[config.mk]
export PLATFORM = sky130hd
export DESIGN_NAME = sync_fifo_param
export DESIGN_NICKNAME = d
export VERILOG_FILES = /design/src/rtl/fifo_pkg.sv /design/src/rtl/fifo_ram.sv /design/src/rtl/sync_fifo_param.sv
export SDC_FILE = /design/constraint.sdc
export NUM_CORES = 1
export LEC_CHECK = 0
export CAP_MARGIN = 25
export CORE_MARGIN = 1
export CORE_UTILIZATION = 50
export CTS_BUF_LIST = sky130_fd_sc_hd__clkbuf_16
export CTS_CLUSTER_SIZE = 30
export DETAILED_ROUTE_END_ITERATION = 8
export PLACE_DENSITY = 0.79
export RECOVER_POWER = 100
export SYNTH_ARGS = -nofsm -noshare
export SYNTH_HDL_FRONTEND = slang
export SYNTH_SLANG_ARGS = --single-unit
[constraint.sdc]
create_clock -name clk -period 2.1 [get_ports clk]
set_input_delay 0.525 -clock clk [delete_from_list [all_inputs] [get_ports clk]]
set_output_delay 0.525 -clock clk [all_outputs]
set_load 0.005 [all_outputs]
[src/rtl/fifo_pkg.sv]
// Shared helpers for the FIFO family: ceil-log2, read-mode constants and
// elaboration-time parameter validation.
package fifo_pkg;

   localparam int FIFO_MODE_REG  = 0;
   localparam int FIFO_MODE_FWFT = 1;

   function automatic int clog2(input int value);
      int r;
      int v;
      r = 0;
      v = value - 1;
      while (v > 0) begin
         r = r + 1;
         v = v >> 1;
      end
      return r;
   endfunction

   function automatic bit is_pow2(input int value);
      return (value > 0) && ((value & (value - 1)) == 0);
   endfunction

   // DEPTH must be a power of two so the pointers can wrap without compare logic.
   function automatic bit fifo_params_ok(input int depth, input int af_level,
                                         input int ae_level, input int fwft);
      return (depth >= 2) && is_pow2(depth) &&
             (af_level >= 1) && (af_level <= depth) &&
             (ae_level >= 0) && (ae_level <= depth - 1) &&
             ((fwft == FIFO_MODE_REG) || (fwft == FIFO_MODE_FWFT));
   endfunction

endpackage

[src/rtl/fifo_ram.sv]
// Single-clock 1W1R register array: synchronous write, asynchronous read.
module fifo_ram
   import fifo_pkg::*;
#(
   parameter int DEPTH   = 8,
   parameter int D_WIDTH = 8
) (
   input  logic                      i_clk,
   input  logic                      i_wr_en,
   input  logic [clog2(DEPTH)-1:0]   i_wr_addr,
   input  logic [D_WIDTH-1:0]        i_wr_data,
   input  logic [clog2(DEPTH)-1:0]   i_rd_addr,
   output logic [D_WIDTH-1:0]        o_rd_data
);

   logic [D_WIDTH-1:0] r_mem [DEPTH];

   always_ff @(posedge i_clk) begin
      if (i_wr_en) begin
         r_mem[i_wr_addr] <= i_wr_data;
      end
   end

   assign o_rd_data = r_mem[i_rd_addr];

endmodule

[src/rtl/sync_fifo_param.sv]
// Single-clock parametrised FIFO with occupancy count, threshold flags,
// sticky error flags and write-through when full with a simultaneous read.
module sync_fifo_param
   import fifo_pkg::*;
#(
   parameter int DEPTH    = 8,
   parameter int D_WIDTH  = 8,
   parameter int AF_LEVEL = DEPTH - 1,
   parameter int AE_LEVEL = 1,
   parameter int FWFT     = FIFO_MODE_REG
) (
   input  logic                     clk,
   input  logic                     reset_n,
   input  logic                     wr_en,
   input  logic [D_WIDTH-1:0]       wr_data,
   input  logic                     rd_en,
   output logic [D_WIDTH-1:0]       rd_data,
   output logic                     rd_valid,
   output logic                     full,
   output logic                     empty,
   output logic                     almost_full,
   output logic                     almost_empty,
   output logic [clog2(DEPTH):0]    count,
   output logic                     overflow,
   output logic                     underflow,
   input  logic                     clr_err
);

   localparam int AW = clog2(DEPTH);
   localparam logic [AW-1:0] PTR_ONE = AW'(1);
   localparam logic [AW:0]   CNT_ONE = (AW+1)'(1);
   localparam logic [AW:0]   DEPTH_C = (AW+1)'(DEPTH);
   localparam logic [AW:0]   AF_C    = (AW+1)'(AF_LEVEL);
   localparam logic [AW:0]   AE_C    = (AW+1)'(AE_LEVEL);

   if (!fifo_params_ok(DEPTH, AF_LEVEL, AE_LEVEL, FWFT)) begin : g_param_err
      $error("sync_fifo_param: illegal DEPTH/AF_LEVEL/AE_LEVEL/FWFT combination");
   end

   logic [AW-1:0]      r_wr_ptr;
   logic [AW-1:0]      r_rd_ptr;
   logic [AW:0]        r_count;
   logic               r_overflow;
   logic               r_underflow;
   logic               w_full;
   logic               w_empty;
   logic               w_rd_acc;
   logic               w_wr_acc;
   logic [D_WIDTH-1:0] w_head;

   assign w_full   = (r_count == DEPTH_C);
   assign w_empty  = (r_count == '0);
   assign w_rd_acc = rd_en & ~w_empty;
   // A full FIFO still takes a write when the head leaves in the same cycle.
   assign w_wr_acc = wr_en & (~w_full | w_rd_acc);

   fifo_ram #(
      .DEPTH   (DEPTH),
      .D_WIDTH (D_WIDTH)
   ) u_ram (
      .i_clk     (clk),
      .i_wr_en   (w_wr_acc & reset_n),
      .i_wr_addr (r_wr_ptr),
      .i_wr_data (wr_data),
      .i_rd_addr (r_rd_ptr),
      .o_rd_data (w_head)
   );

   always_ff @(posedge clk) begin
      if (!reset_n) begin
         r_wr_ptr    <= '0;
         r_rd_ptr    <= '0;
         r_count     <= '0;
         r_overflow  <= 1'b0;
         r_underflow <= 1'b0;
      end else begin
         if (w_wr_acc) r_wr_ptr <= r_wr_ptr + PTR_ONE;
         if (w_rd_acc) r_rd_ptr <= r_rd_ptr + PTR_ONE;
         case ({w_wr_acc, w_rd_acc})
            2'b10:   r_count <= r_count + CNT_ONE;
            2'b01:   r_count <= r_count - CNT_ONE;
            default: r_count <= r_count;
         endcase
         // A fresh error outranks a coincident clear.
         if (wr_en & ~w_wr_acc)  r_overflow  <= 1'b1;
         else if (clr_err)       r_overflow  <= 1'b0;
         if (rd_en & ~w_rd_acc)  r_underflow <= 1'b1;
         else if (clr_err)       r_underflow <= 1'b0;
      end
   end

   if (FWFT == FIFO_MODE_FWFT) begin : g_fwft
      assign rd_data  = w_head;
      assign rd_valid = ~w_empty;
   end else begin : g_reg
      logic [D_WIDTH-1:0] r_rd_data;
      logic               r_rd_valid;

      always_ff @(posedge clk) begin
         if (!reset_n) begin
            r_rd_data  <= '0;
            r_rd_valid <= 1'b0;
         end else begin
            if (w_rd_acc) r_rd_data <= w_head;
            r_rd_valid <= w_rd_acc;
         end
      end

      assign rd_data  = r_rd_data;
      assign rd_valid = r_rd_valid;
   end

   assign full         = w_full;
   assign empty        = w_empty;
   assign almost_full  = (r_count >= AF_C);
   assign almost_empty = (r_count <= AE_C);
   assign count        = r_count;
   assign overflow     = r_overflow;
   assign underflow    = r_underflow;

endmodule

# Yosys cells after proc, flatten, opt, wreduce, memory -nomap -nowiden
# Memory sizes are Yosys's and may differ from the RTL's. A register that Yosys moved wholly into a read port is not among the register bits.
# Index checks and enable logic that the tools add are counted.
[op_classes] mul=0 addsub=4 n_shift=0 n_eq_ne=3 n_lt_le_gt_ge=2 bitwise_logic=10 reduce_logical=5 n_mux=6 div=0
[ops] cell="one-hot mux 4 bit (2 select lines)" count=1
[ops] cell="adder 3 x 1 -> 3 bit, second input constant" count=2
[ops] cell="nonzero test 2 bit" count=3
[ops] cell="AND 1 bit" count=5
[ops] cell="2-to-1 mux 1 bit" count=5
[ops] cell="adder 4 x 1 -> 4 bit, second input constant" count=1
[ops] cell="== test 4 bit, second input constant" count=1
[ops] cell="greater-or-equal comparator 4 x 3 -> 1 bit, second input constant" count=1
[ops] cell="<= comparator 4 x 1 -> 1 bit, second input constant" count=1
[ops] cell="logical NOT 4 bit" count=1
[ops] cell="NOT 1 bit" count=4
[ops] cell="subtractor 4 x 1 -> 4 bit, second input constant" count=1
[ops] cell="== test 2 x 1 -> 1 bit, second input constant" count=1
[ops] cell="== test 2 bit, second input constant" count=1
[ops] cell="logical NOT 1 bit" count=1
[ops] cell="bitwise OR 1 bit" count=1
[totals] reg_bits=13 memories=1 mem_bits_ro=0 latchBits=0 ram_bits=64 output_inout_bits=19
[memory_table] name="u_ram.r_mem" words=8 width=8 read_ports=1 rd_clocked_by_memory_dff=1 write_ports=1 line="fifo_ram.sv:16" source="logic [D_WIDTH-1:0] r_mem [DEPTH];"

# Longest topological paths before layout
[logic_depth] word_depth=8 mapped_depth=7 ltp_nobuf=6

# Hierarchy
# Synthesis repeated with hierarchy kept, for this count alone.
[hier_totals] hier_cells=220 hier_area_um2=3572.2
[modules_own_cells] mod="fifo_ram" area_per_inst_um2=2531.2 seq_area_each_um2=1921.8 n_inst=1 cells_each=106
[modules_own_cells] mod="sync_fifo_param" area_per_inst_um2=1041.0 seq_area_each_um2=420.4 n_inst=1 cells_each=114

# Worst setup path after synthesis
# OpenSTA, ideal clock, no wires.
[synth_timing] path_type="reg2reg" from="register r_count[0] (netlist: count[0])" to="memory u_ram.r_mem[1][0] (enable)" required_ns=1.717 setup_ns=0.383 arrival_time_ns=1.827 setup_slack_ns=-0.111 stages_incl_launch_ff=7 path_cell_list="dfxtp_1 > inv_1 > ha_1 > nand3b_1 > o21a_1 > nand2_1 > nor3_1"
[synth_via] elab_chain_len=8
[synth_rtl] element="start, declared" line="sync_fifo_param.sv:42" source="logic [AW:0] r_count;"
[synth_rtl] element="start signal, assigned" line="sync_fifo_param.sv:80" source="2'b10: r_count <= r_count + CNT_ONE;"
[synth_rtl] element="start signal, assigned" line="sync_fifo_param.sv:81" source="2'b01: r_count <= r_count - CNT_ONE;"
[synth_rtl] element="start signal, assigned" line="sync_fifo_param.sv:82" source="default: r_count <= r_count;"
[synth_rtl] element="logical NOT 4 bit" line="sync_fifo_param.sv:52" source="assign w_empty = (r_count == '0);"
[synth_rtl] element="NOT 1 bit" line="sync_fifo_param.sv:53" source="assign w_rd_acc = rd_en & ~w_empty;"
[synth_rtl] element="AND 1 bit" line="sync_fifo_param.sv:53"
[synth_rtl] element="bitwise OR 1 bit *" line="sync_fifo_param.sv:55" source="assign w_wr_acc = wr_en & (~w_full | w_rd_acc);"
[synth_rtl] element="AND 1 bit *" line="sync_fifo_param.sv:55"
[synth_rtl] element="AND 1 bit *" line="sync_fifo_param.sv:62" source=".i_wr_en (w_wr_acc & reset_n),"
[synth_rtl] element="2-to-1 mux 1 bit *" line="fifo_ram.sv:19" source="if (i_wr_en) begin"
[synth_rtl] element="2-to-1 mux 1 bit (not written as such) *" line="fifo_ram.sv:20" source="r_mem[i_wr_addr] <= i_wr_data;"
[synth_rtl] element="end, declared" line="fifo_ram.sv:16"
# Mark *: on every way between the ends. The rest lies on a longest branch, timed or not.

# Final worst setup path
[layout_timing] from="register r_count[1] (netlist: count[1])" to="output port full"
[layout_via] elab_chain_len=1
[layout_rtl] element="== test 4 bit" line="sync_fifo_param.sv:51" source="assign w_full = (r_count == DEPTH_C);"
[layout_rtl] element="end, declared" line="sync_fifo_param.sv:19" source="output logic full,"
# Every way passes these cells.

==> reports/qor.yml <==
status:
  status: "finished with violations"
  failed_checks: "design-rule violations"
timing:
  period_needed_ns: 1.97
  setup_slack_ns: 0.127
  rsz0062_at_grt: "false"
  finalCritPeriodShare_pct: 94.0
  setup_viol: 0
  clock_skew_ns: 0.00755
  max_slew_margin_pct: 60.8
  fmax_mhz: 507
  slew_viol_final: 0
  holdWs_ns: 0.458
  worstMarginPinSlew_ns: 0.587
  hold_violations: 0
setup_path:
  crit_required_ns: 1.57
  cp.arrival_ns: 1.45
  r2r_setup_slack_ns: 0.16
  worstSetupPathType: "reg -> out"
  cp_max_fo: 6
  worst_setup_path_start_kind: "flip-flop"
  cp-end-kind: "output port"
yosys:
  syn_inst: 244
  synth_nets: 262
  synth_warnings: 0
  synth_edf_count: 64
  yosysSeqAreaShare_pct: 67.2
  synth_flop_cell: "edfxtp_1"
  syn_area_sq_um: 3480
  synth-async-reset-ratio_pct: 0
  synth_area_per_cell_sq_um: 14.3
  yosysUniqueCellTypes: 38
  ys_seq_elements: 85
pwr:
  p_leak_nw: 1.57
  power.density_nw_per_um2: 1090
  peakVddDrop_v: 0.000598
die:
  coreArea_sq_um: 6760
  die_height_um: 85.5
  core.rowCount: 30
  io_pins: 32
  dieArea_sq_um: 7310
  initial_utilization_pct: 51.6
  die_w_um: 85.5
clock_network:
  clk_latency_ns: 0.33
  cts_root_buf: "clkbuf_16"
  clk_pin_slew_ns: 0.06
  clock_path_buffers: 2
  cts.sinks: 85
  ctsHoldBuffers: 0
  cts_tree: "built"
  htree_num_levels: 3
  numCtsBuffers: 9
run:
  maxCapViolCount: 0
finish:
  final_cell_area_sq_um: 4290
  syn_to_final_growth_pct: 23.2
  num-nets-final: 314
  antenna_cells: 0
  final_common_cell: "edfxtp_1"
  layout-drive-gt1-share_pct: 13.0
  final_cell_mix: "edfxtp_1 (64), mux2i_1 (38), dlygate4sd3_1 (22), dfxtp_1 (19), a22oi_1 (16)"
placement:
  gp_congestion: 0.835
  io_buffers: 31
  hpwl_um: 4660
  place_ws_ns: -0.0107
  place_area_sq_um: 4020
route:
  drc: 4
  wirelength_um: 6900
  drtIter0Drc: 176
  vias: 2230
  ant_nets: 0
  drtPass1Iterations: 7
  wire_per_inst_um: 18.1
  avgViaCountPerCell: 5.85
grt:
  overflow: 0
  antenna_found_initial: 0
  grt_usage_pct: 20.3
  grt_pass1_vias: 2048
  grt_max_degree: 35
  grt_pass1_wl_um: 10600
worst_hold_path:
  hold_class: "reg -> reg"
==> logic make-up (layout without fill, tap and decap cells) <==
logic type | after synthesis | after routing | share of synthesized area [%]
AO/OA/AOI/OAI | 42 | 42 | 9.26
AND/OR/NAND/NOR | 50 | 50 | 7.36
buffers and inverters | 21 | 78 | 2.69
XOR/XNOR | 3 | 3 | 0.754
adder cells (fa/ha/maj) | 5 | 5 | 1.80
flip-flops | 85 | 85 | 67.2
multiplexers | 38 | 38 | 10.9
==> flip-flops by register name, summed over array words and instances (netlist names) <==
name         flops
rd_valid         1
count            4
rd_data          8
overflow         1
underflow        1
r_wr_ptr         3
r_rd_ptr         3
u_ram.r_mem     64
==> area by class of cell <==
type,count,area (sq um)
timing repair buffer,54,478
tap,80,100
sequential,85,2340
fill,518,2460
multi-input combinational,138,1060
clock inverter,7,58.8
clock buffer,9,225
inverter,8,30.0
==> routing by layer <==
metal / GRT usage [%] / vias up / part of all wire (%)
li1: - / 1033 / -
met1: 27.2 / 1100 / 44
met2: 31.9 / 85 / 49
met3: 4.38 / 12 / 5.3
met4: 9.09 / 0 / 2.0
met5: 0 / - / 0
==> per-stage QoR <==
step	total power, W	instances	setup TNS [ns]	util (%)
detailed placement	0.00324	364	-0.155	59.4
finish	0.00467	381	0	63.6
global route	0.00488	381	0	63.6
floorplan	0.00275	244	-4.36	-
global placement	0.00322	364	0	59.4
CTS	0.00477	380	0	64.0
==> report_power, final <==
group | switching, W | internal [W]
logic | 0.000572 | 0.000598
clock network | 0.000597 | 0.000904
registers | 0.0000829 | 0.00192
==> worst max-delay path, stage by stage, from the launching register on <==
cell and delay (ns):
dfxtp_2 0.39, inv_1 0.10, ha_4 0.19, nand3b_1 0.14
inv_1 0.05, dlygate4sd2_1 0.26
==> path summary, 6_finish.rpt <==
check,depth (start not counted),endpoint,start
setup / recovery,5,full,count[1]$_SDFFE_PN0P_
setup reg to reg,7,u_ram.r_mem[3][4]$_DFFE_PP_,count[1]$_SDFFE_PN0P_
hold / removal,1,rd_data[5]$_SDFFE_PN0P_,rd_data[5]$_SDFFE_PN0P_
hold reg to reg,1,rd_data[5]$_SDFFE_PN0P_,rd_data[5]$_SDFFE_PN0P_
==> synth_stat cells, types with 5 or more instances <==
library cell	instances	area, sq um
edfxtp_1	64	1920
mux2i_1	38	380
dfxtp_1	21	420
a22oi_1	16	120
nor2_1	13	48.8
nand2_1	10	37.5
a32o_1	8	80.1
inv_1	8	30.0
nor3_1	8	40.0
a21oi_1	6	30.0
buf_2	5	25.0
ha_1	5	62.6
nand2b_1	5	31.3
==> timing repair <==
action                                  in CTS  in global routing
endpoints found under the setup margin       4                  1
cloned                                       0                  0
setup buffers                                0                  2
resized for setup                           12                  2
Note: power is estimated with default switching activity, not from simulation.
